[src/rtl/ext_pulse_generator_pkg.sv]
// Shared types and constants for the external pulse generator.
// Holds the control state encoding, the derived field widths and the
// reset defaults used when the top-level parameters are left untouched.
package ext_pulse_generator_pkg;

    localparam int unsigned TIMER_WIDTH    = 32;
    localparam logic [31:0] DEFAULT_PERIOD = 32'd100000000;
    localparam logic [31:0] DEFAULT_COUNT  = 32'd0;

    typedef enum logic [1:0] {
        ST_IDLE = 2'd0,
        ST_LOAD = 2'd1,
        ST_RUN  = 2'd2
    } state_t;

    // Window length L = P + 1 needs one extra bit so P = all-ones cannot wrap.
    function automatic int unsigned len_width(input int unsigned timer_width);
        return timer_width + 32'd1;
    endfunction

    // acc + N may reach just under 2L, so the sum needs two extra bits.
    function automatic int unsigned sum_width(input int unsigned timer_width);
        return timer_width + 32'd2;
    endfunction

endpackage

[src/rtl/ext_pulse_dda.sv]
// Digital differential analyser that spreads N events over L cycles.
// Each stepped cycle adds N to the accumulator; when the sum reaches L
// an event fires and L is subtracted, so exactly N events occur per L steps.
module ext_pulse_dda
    import ext_pulse_generator_pkg::*;
#(
    parameter int unsigned TimerWidth = TIMER_WIDTH
) (
    input  logic                               i_clock,
    input  logic                               i_reset_n,
    input  logic [len_width(TimerWidth)-1:0]   i_n,
    input  logic [len_width(TimerWidth)-1:0]   i_len,
    input  logic                               i_clear,
    input  logic                               i_step,
    output logic                               o_fire
);

    localparam int unsigned LW = len_width(TimerWidth);
    localparam int unsigned SW = sum_width(TimerWidth);

    logic [LW-1:0] r_acc;
    logic [SW-1:0] w_sum;
    logic [SW-1:0] w_len_ext;
    logic          w_reach;
    logic [LW-1:0] w_rem;

    assign w_sum     = {1'b0, r_acc} + {1'b0, 1'b0, i_n};
    assign w_len_ext = {1'b0, i_len};
    assign w_reach   = (w_sum >= w_len_ext);
    assign w_rem     = w_reach ? LW'(w_sum - w_len_ext) : LW'(w_sum);
    assign o_fire    = i_step & w_reach;

    // Accumulator: clear has priority so every window starts from zero.
    always_ff @(posedge i_clock or negedge i_reset_n) begin
        if (!i_reset_n) begin
            r_acc <= {LW{1'b0}};
        end else if (i_clear) begin
            r_acc <= {LW{1'b0}};
        end else if (i_step) begin
            r_acc <= w_rem;
        end else begin
            r_acc <= r_acc;
        end
    end

endmodule

[src/rtl/ext_pulse_generator.sv]
// External pulse generator: emits min(N, P+1) evenly spaced single-cycle
// pulses in every window of P+1 cycles. Settings are captured into pending
// registers and copied to the active set only at window start, so a
// running window is never disturbed. All outputs are registered.
module ext_pulse_generator
    import ext_pulse_generator_pkg::*;
#(
    parameter int unsigned           TimerWidth    = TIMER_WIDTH,
    parameter logic [TimerWidth-1:0] DefaultPeriod = TimerWidth'(DEFAULT_PERIOD),
    parameter logic [TimerWidth-1:0] DefaultCount  = TimerWidth'(DEFAULT_COUNT)
) (
    input  logic                  iClock,
    input  logic                  iReset,
    input  logic                  iEnabled,
    input  logic [TimerWidth-1:0] iPeriodSetting,
    input  logic [TimerWidth-1:0] iCountSetting,
    input  logic                  iSettingValid,
    output logic                  oPulse,
    output logic                  oWindowDone,
    output logic [TimerWidth-1:0] oEmittedCount,
    output logic [TimerWidth-1:0] oPeriodValue,
    output logic [TimerWidth-1:0] oCountValue
);

    localparam int unsigned LW = len_width(TimerWidth);

    state_t                r_state;
    logic [TimerWidth-1:0] r_period_pend;
    logic [TimerWidth-1:0] r_count_pend;
    logic [LW-1:0]         r_len_act;
    logic [LW-1:0]         r_n_act;
    logic [TimerWidth-1:0] r_timer;
    logic [LW-1:0]         r_tally;
    logic                  r_pulse;
    logic                  r_window_done;
    logic [TimerWidth-1:0] r_emitted;

    logic [LW-1:0]         w_len_pend;
    logic [LW-1:0]         w_count_pend_ext;
    logic [LW-1:0]         w_n_pend_clamped;
    logic                  w_reload;
    logic                  w_dda_clear;
    logic                  w_dda_step;
    logic                  w_fire;
    logic [LW-1:0]         w_tally_next;

    assign w_len_pend       = {1'b0, r_period_pend} + {{TimerWidth{1'b0}}, 1'b1};
    assign w_count_pend_ext = {1'b0, r_count_pend};
    assign w_n_pend_clamped = (w_count_pend_ext > w_len_pend) ? w_len_pend : w_count_pend_ext;
    assign w_reload         = (r_state == ST_RUN) && (r_timer == {TimerWidth{1'b0}});
    assign w_dda_step       = (r_state == ST_RUN) && iEnabled;
    assign w_dda_clear      = (r_state != ST_RUN) || w_reload;
    assign w_tally_next     = r_tally + {{TimerWidth{1'b0}}, w_fire};

    ext_pulse_dda #(
        .TimerWidth (TimerWidth)
    ) u_dda (
        .i_clock   (iClock),
        .i_reset_n (iReset),
        .i_n       (r_n_act),
        .i_len     (r_len_act),
        .i_clear   (w_dda_clear),
        .i_step    (w_dda_step),
        .o_fire    (w_fire)
    );

    // Control FSM with settings capture, window timer, tally and registered outputs.
    always_ff @(posedge iClock or negedge iReset) begin
        if (!iReset) begin
            r_state       <= ST_IDLE;
            r_period_pend <= DefaultPeriod;
            r_count_pend  <= DefaultCount;
            r_len_act     <= {LW{1'b0}};
            r_n_act       <= {LW{1'b0}};
            r_timer       <= {TimerWidth{1'b0}};
            r_tally       <= {LW{1'b0}};
            r_pulse       <= 1'b0;
            r_window_done <= 1'b0;
            r_emitted     <= {TimerWidth{1'b0}};
        end else begin
            r_pulse       <= 1'b0;
            r_window_done <= 1'b0;
            if (iSettingValid) begin
                r_period_pend <= iPeriodSetting;
                r_count_pend  <= iCountSetting;
            end else begin
                r_period_pend <= r_period_pend;
                r_count_pend  <= r_count_pend;
            end
            case (r_state)
                ST_IDLE: begin
                    if (iEnabled) begin
                        r_state <= ST_LOAD;
                    end else begin
                        r_state <= ST_IDLE;
                    end
                end
                ST_LOAD: begin
                    if (!iEnabled) begin
                        r_state <= ST_IDLE;
                    end else begin
                        r_len_act <= w_len_pend;
                        r_n_act   <= w_n_pend_clamped;
                        r_timer   <= r_period_pend;
                        r_tally   <= {LW{1'b0}};
                        r_state   <= ST_RUN;
                    end
                end
                ST_RUN: begin
                    if (!iEnabled) begin
                        // Partial window is dropped: no done strobe, count holds.
                        r_state <= ST_IDLE;
                    end else begin
                        r_pulse <= w_fire;
                        if (w_reload) begin
                            // Window end and next-window load share one edge.
                            r_window_done <= 1'b1;
                            r_emitted     <= w_tally_next[TimerWidth-1:0];
                            r_len_act     <= w_len_pend;
                            r_n_act       <= w_n_pend_clamped;
                            r_timer       <= r_period_pend;
                            r_tally       <= {LW{1'b0}};
                        end else begin
                            r_timer <= r_timer - {{(TimerWidth-1){1'b0}}, 1'b1};
                            r_tally <= w_tally_next;
                        end
                        r_state <= ST_RUN;
                    end
                end
                default: begin
                    r_state <= ST_IDLE;
                end
            endcase
        end
    end

    assign oPulse        = r_pulse;
    assign oWindowDone   = r_window_done;
    assign oEmittedCount = r_emitted;
    assign oPeriodValue  = r_period_pend;
    assign oCountValue   = r_count_pend;

endmodule

[config.mk]
export PLATFORM = sky130hd
export DESIGN_NAME = ext_pulse_generator
export DESIGN_NICKNAME = d
export VERILOG_FILES = /design/src/rtl/ext_pulse_generator_pkg.sv /design/src/rtl/ext_pulse_dda.sv /design/src/rtl/ext_pulse_generator.sv
export SDC_FILE = /design/constraint.sdc
export NUM_CORES = 1
export LEC_CHECK = 0
export ABC_AREA = 1
export ABC_CLOCK_PERIOD_IN_PS = 6810
export BUFFER_PORTS_ARGS = -buffer_cell sky130_fd_sc_hd__buf_2
export CORE_ASPECT_RATIO = 0.8
export CORE_MARGIN = 2
export CORE_UTILIZATION = 51
export DETAILED_ROUTE_END_ITERATION = 10
export PLACE_DENSITY = 0.7
export SYNTH_ARGS = -nofsm -noshare
export SYNTH_HDL_FRONTEND = slang
export SYNTH_SLANG_ARGS = --single-unit
export TNS_END_PERCENT = 5
[constraint.sdc]
create_clock -name iClock -period 6.81 [get_ports iClock]
set_clock_uncertainty 0.15 [all_clocks]
set_input_delay 0.3405 -clock iClock [delete_from_list [all_inputs] [get_ports iClock]]
set_output_delay 0.3405 -clock iClock [all_outputs]
set_load 0.02 [all_outputs]
==> results of run 1 <==
## stage by stage
stage / total power (uW) / cell area, um2 / hold slack [ns] / util
6_report: 9493 / 20870 / 0.03967 / 0.5995
5_1_grt: 10290 / 20870 / 0.09547 / 0.5995
4_1_cts: 9422 / 20860 / 0.03455 / 0.5993
3_5_place_dp: 7694 / 19210 / 0.3121 / 0.5521
3_3_place_gp: 7662 / 19210 / 0.3064 / 0.5521
2_1_floorplan: 6259 / 18070 / -0.1051 / -
## power groups by stage
stage	logic, uW	clock network [uW]	registers [uW]
final	5580	1660	2250
after floorplan	4060	0	2200
after CTS	5500	1680	2240
after detailed placement	5440	0	2260
after global placement	5420	0	2250
after global routing	6260	1750	2280
## timing repair
| action | in CTS | in global routing |
|---|---|---|
| gates resized for setup | 0 | 2 |
| endpoints found under the setup margin | 0 | 19 |
| hold buffers | 66 | 0 |
| endpoints found under the hold margin | 172 | 0 |
## final timing paths
path	startpoint	end	slack (ns)
hold / removal	iSettingValid	oPeriodValue[20]	0.04
max in group asynchronous	iReset	r_n_act[24]	4.86
min in group asynchronous	iReset	oEmittedCount[14]	0.25
hold reg to reg	u_dda.r_acc[29]	u_dda.r_acc[29]	0.33
setup / recovery	r_n_act[14]	r_tally[28]	0.55
setup reg to reg	r_n_act[14]	r_tally[28]	0.55
## final cells by class
type,instances,area share
tap,472,0.02830
sequential,263,0.3161
clock inverter,14,0.008935
multi-input combinational,1873,0.4799
clock buffer,40,0.03820
inverter,290,0.05217
timing repair buffer,242,0.07640
## kinds of logic (layout without fill, tap and decap cells)
logic type	count (synthesis)	count (layout)	share of synthesized area
adders and majority gates	109	109	0.07632
buffers and inverters	365	586	0.08186
DFF	263	263	0.3651
AOI/OAI and AO/OA	358	358	0.1096
muxes	2	2	0.001247
and+or+nand+nor	1292	1292	0.3116
xor gates and xnor gates	112	112	0.05430
## registers in the layout, summed over array words and instances (netlist names)
| name | count |
|---|---|
| oPulse | 1 |
| r_n_act | 33 |
| oPeriodValue | 32 |
| u_dda.r_acc | 33 |
| r_timer | 32 |
| oEmittedCount | 32 |
| oWindowDone | 1 |
| r_len_act | 33 |
| r_tally | 32 |
| r_state | 2 |
| oCountValue | 32 |
## cell usage after synthesis, types with 2 or more instances
library cell / n
nand2_1: 752
inv_1: 285
dfrtp_1: 251
nand3_1: 190
o21ai_0: 177
nor2_1: 174
ha_1: 107
a21oi_1: 92
xor2_1: 80
nor3_1: 46
clkbuf_1: 40
nand2_2: 33
xnor2_1: 32
nand3b_1: 25
nand4_1: 24
o22ai_1: 20
buf_2: 18
nor4_1: 15
o211ai_1: 14
o21ai_1: 14
dfstp_2: 12
nand3_2: 12
o221ai_1: 11
o21bai_1: 9
buf_1: 7
a21o_1: 6
nor2_2: 6
a21boi_0: 5
inv_2: 5
buf_4: 4
nor2_4: 4
buf_12: 3
buf_6: 3
nand2_4: 3
nor3_2: 3
o21a_1: 3
fa_1: 2
mux2_2: 2
## routing by layer
| layer | global-route usage | wire, um | vias up |
|---|---|---|---|
| met3 | 0.06878 | 5313 | 91 |
| met5 | 0 | 0 | - |
| met4 | 0.08605 | 1583 | 0 |
| met1 | 0.4766 | 28280 | 8498 |
| met2 | 0.4945 | 25550 | 741 |
| li1 | - | - | 8531 |
## worst register-to-register path, delay by kind of cell, from the launching register on
family	cells	cell delay, ns
AND/OR/NAND/NOR	18	3.06
adder cells (fa/ha/maj)	4	1.20
XOR/XNOR	2	0.50
flip-flops	1	0.44
buffers and inverters	2	0.23
AO/OA/AOI/OAI	3	0.63
==> results_dict.tcl, run 1 <==
set metrics [dict create \
    status "completed" \
    grt_pass1_vias 16700 \
    synth_top_area_cell "dfrtp_1" \
    rsz0062_at_grt "false" \
    maxSlewHeadroom 0.2857 \
    core_area_mm2 0.03480 \
    dp_hpwl_um 45910 \
    leakagePower_uw 0.01058 \
    syn_area_per_cell_um2 7.224 \
    tightest_slew_ns 1.071 \
    fin_crit_ns 6.259 \
    worst_ep_required_time_ns 7.16 \
    grt_pass1_wl_um 94620 \
    diodes 0 \
    crit_slowest_cell "nor4_2" \
    pwr-share-clk 0.175 \
    p_int_uw 4766 \
    pre_cts_slack_ns 0.3866 \
    final_cell_count_no_fill 3194 \
    die_x_um 214.4 \
    tns_ns 0 \
    clock_path_buffers 3 \
    place.port_buffers 165 \
    vias 17860 \
    seq_power_share 0.237 \
    p_switching_uw 4727 \
    cp-start-kind "register" \
    tritoncts "built" \
    seq_area_mm2 0.006596 \
    dr.pass1.iters 6 \
    syn_inst 2501 \
    min_path_type "primary input to register" \
    fill_cells 3333 \
    synth_edf_count 0 \
    max_freq_mhz 159.8 \
    antenna_found_initial 1 \
    cts.clk_slew.worst_paths_ns 0.06 \
    ant_nets 0 \
    path_class "register to register" \
    power_frac_comb 0.588 \
    layout-drive-gt1-share 0.1146 \
    cp.depth 29 \
    numCtsBuffers 29 \
    nNetsFinal 2876 \
    crit_fanout 4 \
    grt_overflow 0 \
    post_cts.repair.setup_buffers 0 \
    grtUsageTotal 0.3273 \
    grt_max_degree 158 \
    dpl.cell_count 3074 \
    multi_input_area_mm2 0.01001 \
    drc_errors 0 \
    ys_types 50 \
    critPathMaxStageDelay_ns 0.45 \
    period_share 0.9190 \
    final_cell_mix "nand2_1, inv_1, dfrtp_1" \
    powerDensity_mw_per_mm2 455.0 \
    synthTopCellsByArea "dfrtp_1, nand2_1, ha_1" \
    die-area_mm2 0.03695 \
    path_delay_family "simple AND/OR/NAND/NOR gates" \
    synth_area_mm2 0.01807 \
    r2r_cells 29 \
    syn_to_final_growth_pct 15.49 \
    crit_buf_inv 2 \
    worstPathArrival_ns 6.61 \
    netlist.area_leader.share 0.3477 \
    fin_ws_ns 0.5515 \
    viasPerCell 5.592 \
    synth-seq-cells 263 \
    io_pins 166 \
    synth_seq_area_share 0.3651 \
    ys.warnings.count 0 \
    wl_per_cell_um 19.01 \
    drv_cap 0 \
    wl_um 60730 \
    slew_violations 0 \
    p_sw_frac 0.4979 \
    cts_root_buf "clkbuf_16" \
    hold_violations 0 \
    final_common_cell "nand2_1" \
    cts_num_sinks 263 \
    syn-num-nets 2678 \
    crit_top_cell "nand2_1" \
    synth-main-ff-cell "dfrtp_1" \
    row_count 61 \
    die_y_um 172.3 \
    clkLatencyLatePin_ns 0.58 \
    place_congestion 0.9825 \
    postSynth.asyncResetShare 1.000 \
    ir_worst_vdd_v 0.0003169 \
    start_util 0.5191 \
    setup_viol 0 \
    endpoint_kind "register" \
    holdPathStages 3 \
    drtIter0Drc 1986 \
    cts_max_level 1 \
]
No activity file was read; power rests on OpenSTA's default activity.
==> run 2, diff against run 1 <==
--- a/config.mk
+++ b/config.mk
@@ -13,7 +13,9 @@
 export CORE_UTILIZATION = 51
 export DETAILED_ROUTE_END_ITERATION = 10
 export PLACE_DENSITY = 0.7
+export SLEW_MARGIN = 20
 export SYNTH_ARGS = -nofsm -noshare
 export SYNTH_HDL_FRONTEND = slang
+export SYNTH_HIERARCHICAL = 1
 export SYNTH_SLANG_ARGS = --single-unit
 export TNS_END_PERCENT = 5
==> results_dict.tcl, run 2 <==
set metrics [dict create \
    status "completed" \
    synth_top_area_cell "dfrtp_1" \
    final_cell_mix "nand2_1, inv_1, dfrtp_1" \
    postSynth.asyncResetShare 1.000 \
    synthTopCellsByArea "dfrtp_1, nand2_1, inv_1" \
    path_class "register to register" \
    grt_pass1_wl_um 100500 \
    leakagePower_uw 0.01170 \
    post_cts.repair.setup_buffers 0 \
    dp_hpwl_um 48800 \
    dpl.cell_count 3378 \
    drtIter0Drc 1927 \
    setup_viol 0 \
    place_congestion 1.017 \
    wl_per_cell_um 18.15 \
    holdPathStages 3 \
    cp-start-kind "register" \
    min_from "iSettingValid" \
    layout-drive-gt1-share 0.1432 \
    fin_crit_ns 5.999 \
    synth-seq-cells 263 \
    min_path_type "primary input to register" \
    numCtsBuffers 30 \
    die_x_um 222.8 \
    ys_types 53 \
    grt_pass1_vias 17990 \
    worst_ep_required_time_ns 7.12 \
    crit_top_cell "nand2_1" \
    synth_area_mm2 0.01954 \
    dr.pass1.iters 5 \
    syn_area_per_cell_um2 7.013 \
    ir_worst_vdd_v 0.0002184 \
    cts_num_sinks 263 \
    tns_ns 0 \
    ys.warnings.count 6 \
    antenna_found_initial 0 \
    grt_max_degree 158 \
    max_freq_mhz 166.7 \
    syn_inst 2786 \
    row_count 64 \
    syn-num-nets 2962 \
    r2r-start "r_n_act[0]" \
    critPathMaxStageDelay_ns 0.45 \
    top_usage_layer "met2" \
    gr-usage-met1 0.4748 \
    netlist.area_leader.share 0.3215 \
    rsz0062_at_grt "false" \
    met3_usage 0.05392 \
    ant_nets 0 \
    diodes 0 \
    start_util 0.5137 \
    grtUsageTotal 0.3220 \
    crit_fanout 35 \
    endpoint_kind "register" \
    die-area_mm2 0.03990 \
    synth_edf_count 0 \
    core_area_mm2 0.03804 \
    cts_root_buf "clkbuf_16" \
    grt_overflow 0 \
    drv_cap 0 \
    synth_common_cells "nand2_1, inv_1, dfrtp_1" \
    crit_slowest_cell "fa_1" \
    slew_violations 0 \
    final_cell_count_no_fill 3511 \
    synth_most_common_cell "nand2_1" \
    maxSlewHeadroom 0.3166 \
    syn_to_final_growth_pct 14.95 \
    vias 18920 \
    drc_errors 0 \
    synth_seq_area_share 0.3376 \
    holdPathEnd "oPeriodValue[16]" \
    place.port_buffers 165 \
    regToRegEndpoint "oEmittedCount[22]" \
    holdWs_ns 0.01932 \
    cts_max_level 1 \
    r2r_cells 30 \
    use_met2 0.4832 \
    viasPerCell 5.389 \
    nNetsFinal 3169 \
    tightest_slew_ns 1.025 \
    reg.largest.list "r_len_act: 33 flops, r_n_act: 33 flops, u_dda/r_acc: 33 flops" \
    r2r_setup_slack_ns 0.81 \
    powerDensity_mw_per_mm2 378.9 \
    period_share 0.8809 \
    final_common_cell "nand2_1" \
    wl_um 63740 \
    die_y_um 179.1 \
    hold_violations 0 \
    io_pins 166 \
    worstPathArrival_ns 6.30 \
    cts.clk_slew.worst_paths_ns 0.06 \
    clock_path_buffers 3 \
    clkLatencyLatePin_ns 0.59 \
    synth-main-ff-cell "dfrtp_1" \
    tritoncts "built" \
]
[run 2: cell types whose count changed after synthesis, moves of 9 or more]
cell / previous run / this run
nand2_1: 752 / 886
inv_1: 285 / 371
nand3_2: 12 / 65
nand2_2: 33 / 70
nor2_1: 174 / 194
o21ai_1: 14 / 33
nand3_1: 190 / 172
o21ai_0: 177 / 160
a21oi_1: 92 / 78
o221ai_1: 11 / 0
xnor2_1: 32 / 23
xor2_1: 80 / 71
[run 2: area by class of cell]
cell class,count,area (um2)
clock buffers,39,854.6
inverters,381,1430
flip-flops and latches,263,6596
well taps,495,619.3
multi-input cells,2065,11080
fillers,3564,15580
clock inverters,16,180.2
repair buffers,252,1699
[run 2: worst max-delay path, delay by kind of cell, from the launching register on]
kind,cells,cell delay (ns)
AND/OR/NAND/NOR,20,2.94
flip-flops,1,0.38
XOR/XNOR,1,0.22
adder cells (fa/ha/maj),5,1.52
buffers and inverters,2,0.14
AO/OA/AOI/OAI,2,0.47
[run 2: what timing repair did]
action / 4_1_cts / 5_1_grt
endpoints found under the hold margin: 161 / 0
hold buffers: 78 / 0
gates resized for setup: 0 / 0
setup endpoints to repair: 0 / 0
[run 2: power breakdown]
part           leakage (uW)  internal [uW]  total, uW  switching [uW]
combinational       0.00779           1490       4600            3110
sequential          0.00339           1880       2210             327
clock              0.000516            998       1700             702
[run 2: through the flow]
stage	cell area, um2	total power [uW]	setup WS (ns)	utilization
floorplan	19540	5577	2.061	-
global placement	20640	6657	1.144	0.5427
detailed placement	20640	6696	0.9425	0.5427
CTS	22460	8468	0.9205	0.5905
global route	22460	9196	0.3634	0.5905
finish	22460	8511	0.8113	0.5905
[run 2: worst max-delay path by stage]
stage,slack [ns],from,to,depth (start not counted)
after floorplan,2.06,r_n_act[0],r_tally[30],32
after global placement,1.14,r_n_act[19],r_tally[22],28
after detailed placement,0.94,r_n_act[0],oEmittedCount[22],30
after CTS,0.92,r_n_act[0],oEmittedCount[22],30
after global routing,0.36,r_n_act[0],oEmittedCount[30],31
final,0.81,r_n_act[0],oEmittedCount[22],30
[run 2: per-layer routing]
metal  vias to the layer above  part of all wire
li1                       9297                 -
met1                      8785              0.48
met2                       733              0.41
met3                       106             0.078
met4                         0             0.032
met5                         -                 0
[run 2: kinds of logic after synthesis]
group	synth area share
XOR/XNOR	0.04214
buffers and inverters	0.09612
multiplexers	0.003458
AO/OA/AOI/OAI	0.08946
flip-flops	0.3376
AND/OR/NAND/NOR	0.3613
adder cells (fa/ha/maj)	0.06993
==> run 3, diff against run 2 <==
--- a/config.mk
+++ b/config.mk
@@ -13,9 +13,9 @@
 export CORE_UTILIZATION = 51
 export DETAILED_ROUTE_END_ITERATION = 10
 export PLACE_DENSITY = 0.7
+export SETUP_SLACK_MARGIN = 0.05
 export SLEW_MARGIN = 20
 export SYNTH_ARGS = -nofsm -noshare
 export SYNTH_HDL_FRONTEND = slang
-export SYNTH_HIERARCHICAL = 1
 export SYNTH_SLANG_ARGS = --single-unit
 export TNS_END_PERCENT = 5
==> results_dict.tcl, run 3 (same netlist as run 1, synthesis figures left out) <==
set metrics [dict create \
    status "completed" \
    post_dp_cell_area_mm2 0.01921 \
    fin_util 0.5996 \
    place_congestion 0.9825 \
    final_cell_count_no_fill 3194 \
    route.met2.wl_um 25460 \
    layout-drive-gt1-share 0.1150 \
    final_common_cell "nand2_1" \
    r2r_cells 29 \
    dr_wl_met3_um 5313 \
    nNetsFinal 2876 \
    cts_num_sinks 263 \
    wl_per_cell_um 18.99 \
    leakagePower_uw 0.01058 \
    drv_cap 0 \
    grtUsageTotal 0.3273 \
    tns_ns 0 \
    path_class "register to register" \
    regToRegEndpoint "r_tally[28]" \
    place.port_buffers 165 \
    grt_max_degree 158 \
    endpoint_kind "register" \
    holdPathEnd "oPeriodValue[20]" \
    min_from "iSettingValid" \
    tritoncts "built" \
    fin_ws_ns 0.6694 \
    holdPathStages 3 \
    ant_nets 0 \
    pre_cts_slack_ns 0.3866 \
    crit_slowest_cell "nor4_2" \
    period_share 0.9017 \
    row_count 61 \
    vias 17830 \
    min_path_type "primary input to register" \
    grt_pass1_wl_um 94620 \
    wl_um 60660 \
    worstPathArrival_ns 6.49 \
    dp_hpwl_um 45910 \
    reg.largest.list "r_len_act: 33 flops, r_n_act: 33 flops, u_dda.r_acc: 33 flops" \
    setup_viol 0 \
    dpl.cell_count 3074 \
    die-area_mm2 0.03695 \
    grt_overflow 0 \
    start_util 0.5191 \
    stdcell_area_mm2 0.02087 \
    clock_path_buffers 3 \
    drtIter0Drc 1984 \
    final_cell_mix "nand2_1, inv_1, dfrtp_1" \
    grt_pass1_vias 16700 \
    path_delay_family "simple AND/OR/NAND/NOR gates" \
    r2r-start "r_n_act[14]" \
    rsz0062_at_grt "false" \
    crit_buf_inv 2 \
    r2r_setup_slack_ns 0.67 \
    maxSlewHeadroom 0.2832 \
    powerDensity_mw_per_mm2 454.8 \
    core_area_mm2 0.03480 \
    slew_violations 0 \
    cts.clk_slew.worst_paths_ns 0.06 \
    io_pins 166 \
    viasPerCell 5.584 \
    drc_errors 0 \
    dr.pass1.iters 6 \
    antenna_found_initial 1 \
    drt-met1-wl_um 28270 \
    cp-start-kind "register" \
    clkLatencyLatePin_ns 0.58 \
    cts_root_buf "clkbuf_16" \
    die_x_um 214.4 \
    cts_max_level 1 \
    die_y_um 172.3 \
    worst_ep_required_time_ns 7.16 \
    crit_fanout 4 \
    diodes 0 \
    maxUsedRoutingLayer "met4" \
    hold_violations 0 \
    fill_cells 3334 \
    ir_worst_vdd_v 0.0003161 \
    numCtsBuffers 29 \
    crit_top_cell "nand2_1" \
    max_freq_mhz 162.9 \
    syn_to_final_growth_pct 15.51 \
    critPathMaxStageDelay_ns 0.45 \
    tightest_slew_ns 1.075 \
    fin_crit_ns 6.141 \
]
## run 3: how the worst max path moves through the flow
| stage | startpoint | endpoint | slack, ns | cells after the start |
|---|---|---|---|---|
| 2_1_floorplan | r_n_act[0] | r_tally[30] | 1.82 | 38 |
| 3_3_place_gp | u_dda.r_acc[0] | r_tally[30] | 0.51 | 31 |
| 4_1_cts | u_dda.r_acc[0] | r_tally[28] | 0.33 | 30 |
| 6_report | r_n_act[14] | r_tally[28] | 0.67 | 29 |
| 3_5_place_dp | r_n_act[0] | r_tally[30] | 0.39 | 31 |
| 5_1_grt | r_n_act[0] | r_tally[30] | 0.14 | 33 |
## run 3: metal layers
metal  track usage  vias to the layer above
met5             0                        -
met4       0.08605                        0
met3       0.06878                       90
met2        0.4945                      731
met1        0.4766                     8477
li1              -                     8536
## run 3: metrics by stage
| step | hold WS, ns | power, uW |
|---|---|---|
| 2_1_floorplan | -0.1051 | 6259 |
| 3_3_place_gp | 0.3064 | 7662 |
| 3_5_place_dp | 0.3121 | 7694 |
| 4_1_cts | 0.03455 | 9422 |
| 5_1_grt | 0.09547 | 10290 |
| 6_report | 0.03869 | 9491 |
## run 3: where the power goes
| group | switching [uW] | internal, uW |
|---|---|---|
| combinational | 3710 | 1870 |
| sequential | 324 | 1920 |
| clock | 693 | 971 |
| total | 4720 | 4770 |
## run 3: worst min-delay path: stages
cell     delay, ns
buf_4         0.23
nand2_1       0.10
o21ai_0       0.07
## run 3: layout make-up
class | count | area, um2 | share of cell area
clock buffers | 40 | 797.0 | 0.03819
clock inverters | 14 | 186.4 | 0.008933
inverters | 290 | 1089 | 0.05216
multi-input cells | 1873 | 10020 | 0.4799
flip-flops and latches | 263 | 6596 | 0.3161
well taps | 472 | 590.6 | 0.02830
repair buffers | 242 | 1594 | 0.07638
## run 3: timing repair
item | in CTS | in global routing
setup buffers | 0 | 0
hold buffers | 66 | 0
resized for setup | 0 | 3
endpoints found under the hold margin | 172 | 0
endpoints found under the setup margin | 0 | 22
